`config.mk`:
```
export PLATFORM = sky130hd
export DESIGN_NAME = cpu
export DESIGN_NICKNAME = d
export VERILOG_FILES = /design/src/rtl/cpu_pkg.sv /design/src/rtl/cpu_alu.sv /design/src/rtl/cpu.sv
export SDC_FILE = /design/constraint.sdc
export NUM_CORES = 1
export LEC_CHECK = 0
export BUFFER_PORTS_ARGS = -buffer_cell sky130_fd_sc_hd__buf_4
export CAP_MARGIN = 10
export CELL_PAD_IN_SITES_DETAIL_PLACEMENT = 2
export CELL_PAD_IN_SITES_GLOBAL_PLACEMENT = 2
export CORE_AREA = 2 2 98 195
export DETAILED_ROUTE_END_ITERATION = 12
export DIE_AREA = 0 0 100 197
export GPL_TIMING_DRIVEN = 0
export HOLD_SLACK_MARGIN = 0.1
export PLACE_DENSITY = 0.74
export SETUP_SLACK_MARGIN = 0.1
export SYNTH_ARGS = -nofsm -noshare
export SYNTH_HDL_FRONTEND = slang
export SYNTH_HIERARCHICAL = 1
export SYNTH_SLANG_ARGS = --single-unit
export TNS_END_PERCENT = 50
```
`constraint.sdc`:
```
create_clock -name clk -period 3.4 [get_ports clk]
set_clock_uncertainty 0.05 [all_clocks]
set_input_delay 1.02 -clock clk [delete_from_list [all_inputs] [get_ports clk]]
set_output_delay 1.02 -clock clk [all_outputs]
set_load 0.05 [all_outputs]
```
`src/rtl/cpu_pkg.sv`:
```
// Shared constants for the single-cycle cpu: opcodes, register names, instruction field positions.
package cpu_pkg;

    localparam logic [3:0] OP_NOP = 4'd0;
    localparam logic [3:0] OP_LDI = 4'd1;
    localparam logic [3:0] OP_ADD = 4'd2;
    localparam logic [3:0] OP_SUB = 4'd3;
    localparam logic [3:0] OP_WRO = 4'd4;
    localparam logic [3:0] OP_AND = 4'd5;
    localparam logic [3:0] OP_OR  = 4'd6;
    localparam logic [3:0] OP_XOR = 4'd7;
    localparam logic [3:0] OP_MOV = 4'd8;

    localparam int AX = 0;
    localparam int BX = 1;
    localparam int CX = 2;
    localparam int DX = 3;

    localparam int FIELD_W = 4;
    localparam int OP_LSB  = 12;
    localparam int RA_LSB  = 8;
    localparam int RB_LSB  = 4;
    localparam int RC_LSB  = 0;
    localparam int IMM_LSB = 0;
    localparam int IMM_W   = 8;

endpackage

```
`src/rtl/cpu_alu.sv`:
```
// Combinational ALU for the register-to-register instructions.
// Latency: zero cycles (pure combinational).
// Backpressure: none; result is valid whenever operands are.
module cpu_alu
    import cpu_pkg::*;
#(
    parameter int N = 16
) (
    input  logic [N-1:0] a,
    input  logic [N-1:0] b,
    input  logic [3:0]   op,
    output logic [N-1:0] y
);

    // Non-ALU opcodes pass a through; the decoder never writes it back for them.
    always_comb begin
        y = a;
        case (op)
            OP_ADD:  y = a + b;
            OP_SUB:  y = a - b;
            OP_AND:  y = a & b;
            OP_OR:   y = a | b;
            OP_XOR:  y = a ^ b;
            OP_MOV:  y = a;
            default: y = a;
        endcase
    end

endmodule

```
`src/rtl/cpu.sv`:
```
// Single-cycle register machine: register file, decode and registered output port.
// Latency: every instruction retires on the clk edge that samples it.
// Backpressure: none; one instruction is consumed on every rising clk edge.
module cpu
    import cpu_pkg::*;
#(
    parameter int N    = 16,
    parameter int REGN = 4
) (
    input  logic         clk,
    input  logic         rst,
    input  logic [N-1:0] inst,
    output logic [N-1:0] wr_addr,
    output logic [N-1:0] out
);

    localparam int RW = (REGN > 1) ? $clog2(REGN) : 1;

    logic [N-1:0]  regs [REGN];
    logic [3:0]    opcode;
    logic [RW-1:0] ra_idx;
    logic [RW-1:0] rb_idx;
    logic [RW-1:0] rc_idx;
    logic [N-1:0]  imm_ext;
    logic [N-1:0]  alu_y;

    logic          reg_we;
    logic [RW-1:0] reg_widx;
    logic [N-1:0]  reg_wdat;
    logic          out_we;

    // Upper field bits beyond the register index width are deliberately ignored.
    logic unused_inst_bits;
    assign unused_inst_bits = ^inst;

    assign opcode  = inst[OP_LSB +: FIELD_W];
    assign ra_idx  = inst[RA_LSB +: RW];
    assign rb_idx  = inst[RB_LSB +: RW];
    assign rc_idx  = inst[RC_LSB +: RW];
    assign imm_ext = {{(N-IMM_W){1'b0}}, inst[IMM_LSB +: IMM_W]};

    cpu_alu #(.N(N)) u_alu (
        .a  (regs[ra_idx]),
        .b  (regs[rb_idx]),
        .op (opcode),
        .y  (alu_y)
    );

    always_comb begin
        reg_we   = 1'b0;
        reg_widx = rc_idx;
        reg_wdat = alu_y;
        out_we   = 1'b0;
        case (opcode)
            OP_LDI: begin
                reg_we   = 1'b1;
                reg_widx = ra_idx;
                reg_wdat = imm_ext;
            end
            OP_ADD, OP_SUB, OP_AND, OP_OR, OP_XOR, OP_MOV: begin
                reg_we = 1'b1;
            end
            OP_WRO: begin
                out_we = 1'b1;
            end
            default: begin
                reg_we = 1'b0;
            end
        endcase
    end

    always_ff @(posedge clk or negedge rst) begin
        if (!rst) begin
            for (int i = 0; i < REGN; i++) begin
                regs[i] <= '0;
            end
            out     <= '0;
            wr_addr <= '0;
        end else begin
            if (reg_we) begin
                regs[reg_widx] <= reg_wdat;
            end
            if (out_we) begin
                out     <= regs[ra_idx];
                wr_addr <= imm_ext;
            end
        end
    end

endmodule

```
### Yosys cells after proc, flatten, opt, wreduce, memory -nomap -nowiden

Index checks and enable logic that the tools add are counted.

* flip-flop bits (word level): 88
* input bits: 18
* output and inout bits: 32
* word-level logic and storage cells: 42

* $add $sub $neg: 2
* magnitude comparators: 4
* equal/unequal tests: 8
* muxes and demuxes: 14
* bitwise operators: 6
* reduce and logical (&&, ||, !) cells: 2

Operators with widths (number)
* 16-bit 2-to-1 mux: 6
* 16-bit one-hot mux with 5 select lines: 1
* 16-bit binary-select mux with 2-bit select: 2
* 64-bit bitwise mux: 1
* 16-bit demux with 2-bit select: 1
* 16-bit adder: 1
* 16-bit AND: 1
* 4-bit by 3-bit == test with 1-bit output (second input constant): 4
* 16-bit bitwise OR: 1
* 16-bit subtractor: 1
* 16-bit bitwise XOR: 1
* 3-bit >= comparator (second input constant): 3
* 2-bit inverter with 3-bit output: 3
* 4-bit by 2-bit == test with 1-bit output (second input constant): 2
* 7-bit OR reduction: 1
* 4-bit by 1-bit == test with 1-bit output (second input constant): 1
* 4-bit == test (second input constant): 1
* 3-bit by 1-bit < comparator with 1-bit output (second input constant): 1
* 1-bit 2-to-1 mux: 2
* 2-bit 2-to-1 mux: 1
* 1-bit logical AND: 1

### Longest topological paths before layout

* word-level depth: 8
* depth in mapped cells: 18
* depth with buffers taken out: 17

### Cells and area by module

Netlist, hierarchy kept.

By module, submodules not included
* cpu: times used 1, cells each 304, area each 4605.7 µm², sequential area each 2202.1 µm²
* cpu_alu: times used 1, cells each 290, area each 2195.9 µm², sequential area each 0.0 µm²

### Worst setup path before layout

No wires, ideal clock.

* kind: input-to-reg
* start point: input inst[4]
* end point: register regs[13] in the netlist's numbering
* setup time: 0.125 ns
* arrival time: 4.720 ns
* data required time: 3.225 ns
* setup slack: -1.495 ns
* stages on the path: 16
* buffers on the path: 2
* cells stage by stage: clkbuf_1 buf_2 mux4_2 nor3_1 nand2_1 o21ai_1 xnor2_1 ha_1 a211o_1 a2111oi_0 a21oi_1 o21ai_1 xor2_1 o21ai_1 and2_1 mux2_2

* longest elaborated chain between the ends: 8
* elaborated cells on any way between the ends: 12
* classes of those cells: add/sub (2); mux (6); bitwise (4)

Ends and longest elaborated chain
* start, declared: line cpu.sv:12 `input logic [N-1:0] inst,`
* 2-bit inverter with 3-bit output (implied by the code) *: line cpu.sv:44 `.b (regs[rb_idx]),`
* 16-bit binary-select mux with 2-bit select *: line cpu.sv:44
* 16-bit 2-to-1 mux (implied by the code) * (2 in series): line cpu.sv:44
* 16-bit subtractor (tied with other cells): line cpu_alu.sv:20 `OP_SUB: y = a - b;`
* 16-bit one-hot mux with 5 select lines *: line cpu_alu.sv:18 `case (op)`
* net alu_y[13]: line cpu.sv:25 `logic [N-1:0] alu_y;`
* 16-bit 2-to-1 mux *: line cpu.sv:54 `case (opcode)`
* 64-bit bitwise mux *: line cpu.sv:81 `regs[reg_widx] <= reg_wdat;`
* end signal, assigned by index: line cpu.sv:81
* end, declared: line cpu.sv:19 `logic [N-1:0] regs [REGN];`

The timed path passes the listed nets; every way through them passes the cells marked *. The select of a mux whose other input is x is not followed.
A chain may end at the register's enable or synchronous reset.

### Final worst setup path

* start point: input inst[4]
* end point: register regs[29] in the netlist's numbering

The elaborated chain is that of the path after synthesis.

==> flow_summary.yaml <==
synth:
  syn_area_per_cell_sq_um: 11.5
  synthCells: 594
  synth_ff_type: "dfrtp_1"
  synthArstFlopShare: 1.00
  synth-edff-count: 0
  syn_area_sq_mm: 0.00680
  synth_warnings: 6
  ys_ff_latch: 88
  yosysSeqAreaShare: 0.324
  ys_types: 78
finish:
  postLayoutCoreUtil: 0.479
  nets: 762
  area_delta_synth_final_pct: 28.2
  fillers: 1865
  final_cells: 916
  stdcell_area_sq_mm: 0.00872
  diodes: 0
  drive_gt1_frac: 0.499
sta:
  fmax_mhz: 230
  relSlewSlack: 0.414
  tightest_slew_ns: 0.876
  finalHoldViolCount: 0
  fin_crit_ns: 4.35
  fin_tns_setup_ns: -38.08
  timing.hold.ws_ns: 0.465
  rsz0062_at_grt: "true"
  slew_viol_final: 0
  worst_slack_ns: -0.950
  post-route-period-util: 1.28
  setup_viol: 60
outcome:
  violations: "negative setup slack"
  outcome: "finished with violations"
placement:
  placed_cell_area_sq_mm: 0.00745
  pre_cts_slack_ns: -1.67
  place.gp.congestion: 0.864
  dp_cells: 853
  hpwl_mm: 17.2
  io_buffers: 35
setup_path:
  ff2ff_setup_slack_ns: -0.52
  r2r_end: "regs[29]$_DFFE_PN0P_"
  reg2regPathDepth: 15
  startpoint_type: "input pin"
  critPathArrivalTime_ns: 4.53
  crit_required_ns: 3.58
  cp_max_fo: 4
  path_class: "input pin to flip-flop"
  endpoint_kind: "flip-flop"
  regToRegStartpoint: "regs[3]$_DFFE_PN0P_"
worst_hold_path:
  whs_endpoint: "out[13]$_DFFE_PN0N_"
  hp-start: "out[13]$_DFFE_PN0N_"
  min_path_cells: 1
  min_path_type: "flip-flop to flip-flop"
clocking:
  clock_latency_ns: 0.36
  cts_tree: "done"
  root_buffer: "clkbuf_16"
  cts_hold_buf: 0
  cts_buffers: 9
  clk_path_buf_depth: 2
  clk_pin_slew_ns: 0.06
  numClockSinks: 88
  h-tree-depth: 3
floorplan:
  die_area_sq_mm: 0.0197
  initial_utilization: 0.373
  rows: 70
  die-height_microns: 197
  coreArea_sq_mm: 0.0182
  io_pins: 50
  die_w_microns: 100
route:
  routed_wl_mm: 24.4
  dr_total_vias: 5339
  drc: 0
  avgViaCountPerCell: 5.83
  ant_nets: 0
  first_pass_iters: 4
  detail_route.wl_per_cell_microns: 26.7
  first_iter_violations: 196
power:
  powerDensity_mw_per_mm2: 943
  p_leak_nw: 3.85
  power_mw: 8.22
  peakVddDrop_v: 0.000371
global_route:
  antenna_found_initial: 0
  grt_overflow: 0
  first_global_vias: 6191
  grt_first_pass_wirelength_mm: 36.3
  grt_max_degree: 89
  grt_use_total: 0.245
job:
  max_cap_violations: 0
-- layout by cell type, fill, tap and decap left out, types with 4 or more instances in the layout --
cell,instances
o21ai_1,14
nand2_2,8
inv_2,7
nor2_1,11
mux2_4,34
ha_2,5
nor2_4,4
o21ai_2,6
nor2_2,4
nor3b_1,6
a21oi_2,6
nand3_1,6
and2_4,8
mux2i_1,4
dfrtp_1,88
nand2b_1,5
buf_6,14
o21ai_0,5
mux2_2,51
o211ai_1,8
conb_1,8
ha_4,4
buf_4,81
inv_1,31
buf_12,5
nand2_1,26
ha_1,39
clkbuf_16,11
a22oi_1,9
xnor2_1,16
mux4_2,32
xnor2_2,5
a21oi_1,17
a211oi_1,4
clkbuf_8,4
clkbuf_1,12
-- metal layers --
layer | part of all wire | up-vias | global-route usage
li1 | - | 2371 | -
met1 | 0.36 | 2761 | 0.256
met2 | 0.57 | 152 | 0.480
met3 | 0.025 | 55 | 0.0252
met4 | 0.038 | 0 | 0.108
met5 | 0 | - | 0
-- synthesized netlist by cell type, drive strengths merged (7+ instances only) --
cell	count	area share
o21ai	27	0.020
nand3	7	0.0052
xnor2	21	0.027
ha	48	0.088
a22oi	9	0.0099
inv	39	0.022
a211oi	7	0.0096
o211ai	12	0.016
nand2	36	0.020
clkbuf	16	0.0088
nor3b	7	0.0094
mux2	85	0.15
buf	22	0.027
a21oi	25	0.021
nor2	19	0.011
nand2b	7	0.0064
dfrtp	88	0.32
mux4	32	0.11
and2	11	0.010
-- layout make-up --
cell class	count	area, sq um	area share
tap	216	270	0.0310
clock inverter	3	48.8	0.00560
clock buffer	13	260	0.0299
buffer	39	360	0.0413
timing repair buffer	83	692	0.0794
multi-input combinational	435	4730	0.543
sequential	88	2200	0.253
inverter	39	149	0.0171
-- worst max path at each step --
stage | start | slack, ns | cells after the start | end
after global placement | inst[5] | -1.63 | 17 | regs[45]$_DFFE_PN0P_
after global routing | inst[4] | -1.09 | 17 | regs[15]$_DFFE_PN0P_
final | inst[4] | -0.95 | 16 | regs[29]$_DFFE_PN0P_
after floorplan | inst[4] | -0.93 | 17 | regs[13]$_DFFE_PN0P_
after CTS | inst[4] | -0.95 | 17 | regs[29]$_DFFE_PN0P_
after detailed placement | inst[4] | -1.67 | 15 | regs[13]$_DFFE_PN0P_
-- registers in the layout, summed over array words and instances, names as in the netlist --
signal / count
out: 16
wr_addr: 8
regs: 64
-- cell families (layout without fill, tap and decap cells) --
logic type / Yosys count / count (layout) / synth area share
muxes: 122 / 122 / 0.267
and+or+nand+nor: 118 / 118 / 0.0995
AOI/OAI and AO/OA: 114 / 114 / 0.127
DFF: 88 / 88 / 0.324
buffers and inverters: 78 / 177 / 0.0591
adders and majority gates: 49 / 49 / 0.0912
xor gates and xnor gates: 24 / 24 / 0.0309
other: 1 / 8 / 0.000551
-- worst max-delay path, cell delays in order --
cell	delay [ns]
clkbuf_8	0.14
mux4_2	0.57
inv_2	0.11
nand4_1	0.18
nor3_4	0.27
nand2_2	0.10
o21ai_2	0.15
xnor2_1	0.14
ha_1	0.27
a211o_1	0.34
a2111o_1	0.31
o21ai_2	0.17
xor2_1	0.18
o21ai_1	0.10
and2_4	0.20
mux2_4	0.26
-- repair_timing --
item	in CTS	in global routing
endpoints found under the setup margin	64	64
setup buffers	27	19
gates resized for setup	73	58
pin swaps	26	38
cloned	1	0
-- report_power, final --
| group | internal, mW | switching [mW] |
|---|---|---|
| clock | 0.617 | 0.463 |
| combinational | 2.56 | 2.88 |
| sequential | 1.42 | 0.283 |
| total | 4.60 | 3.63 |
Power figures use the tool's default switching activity.
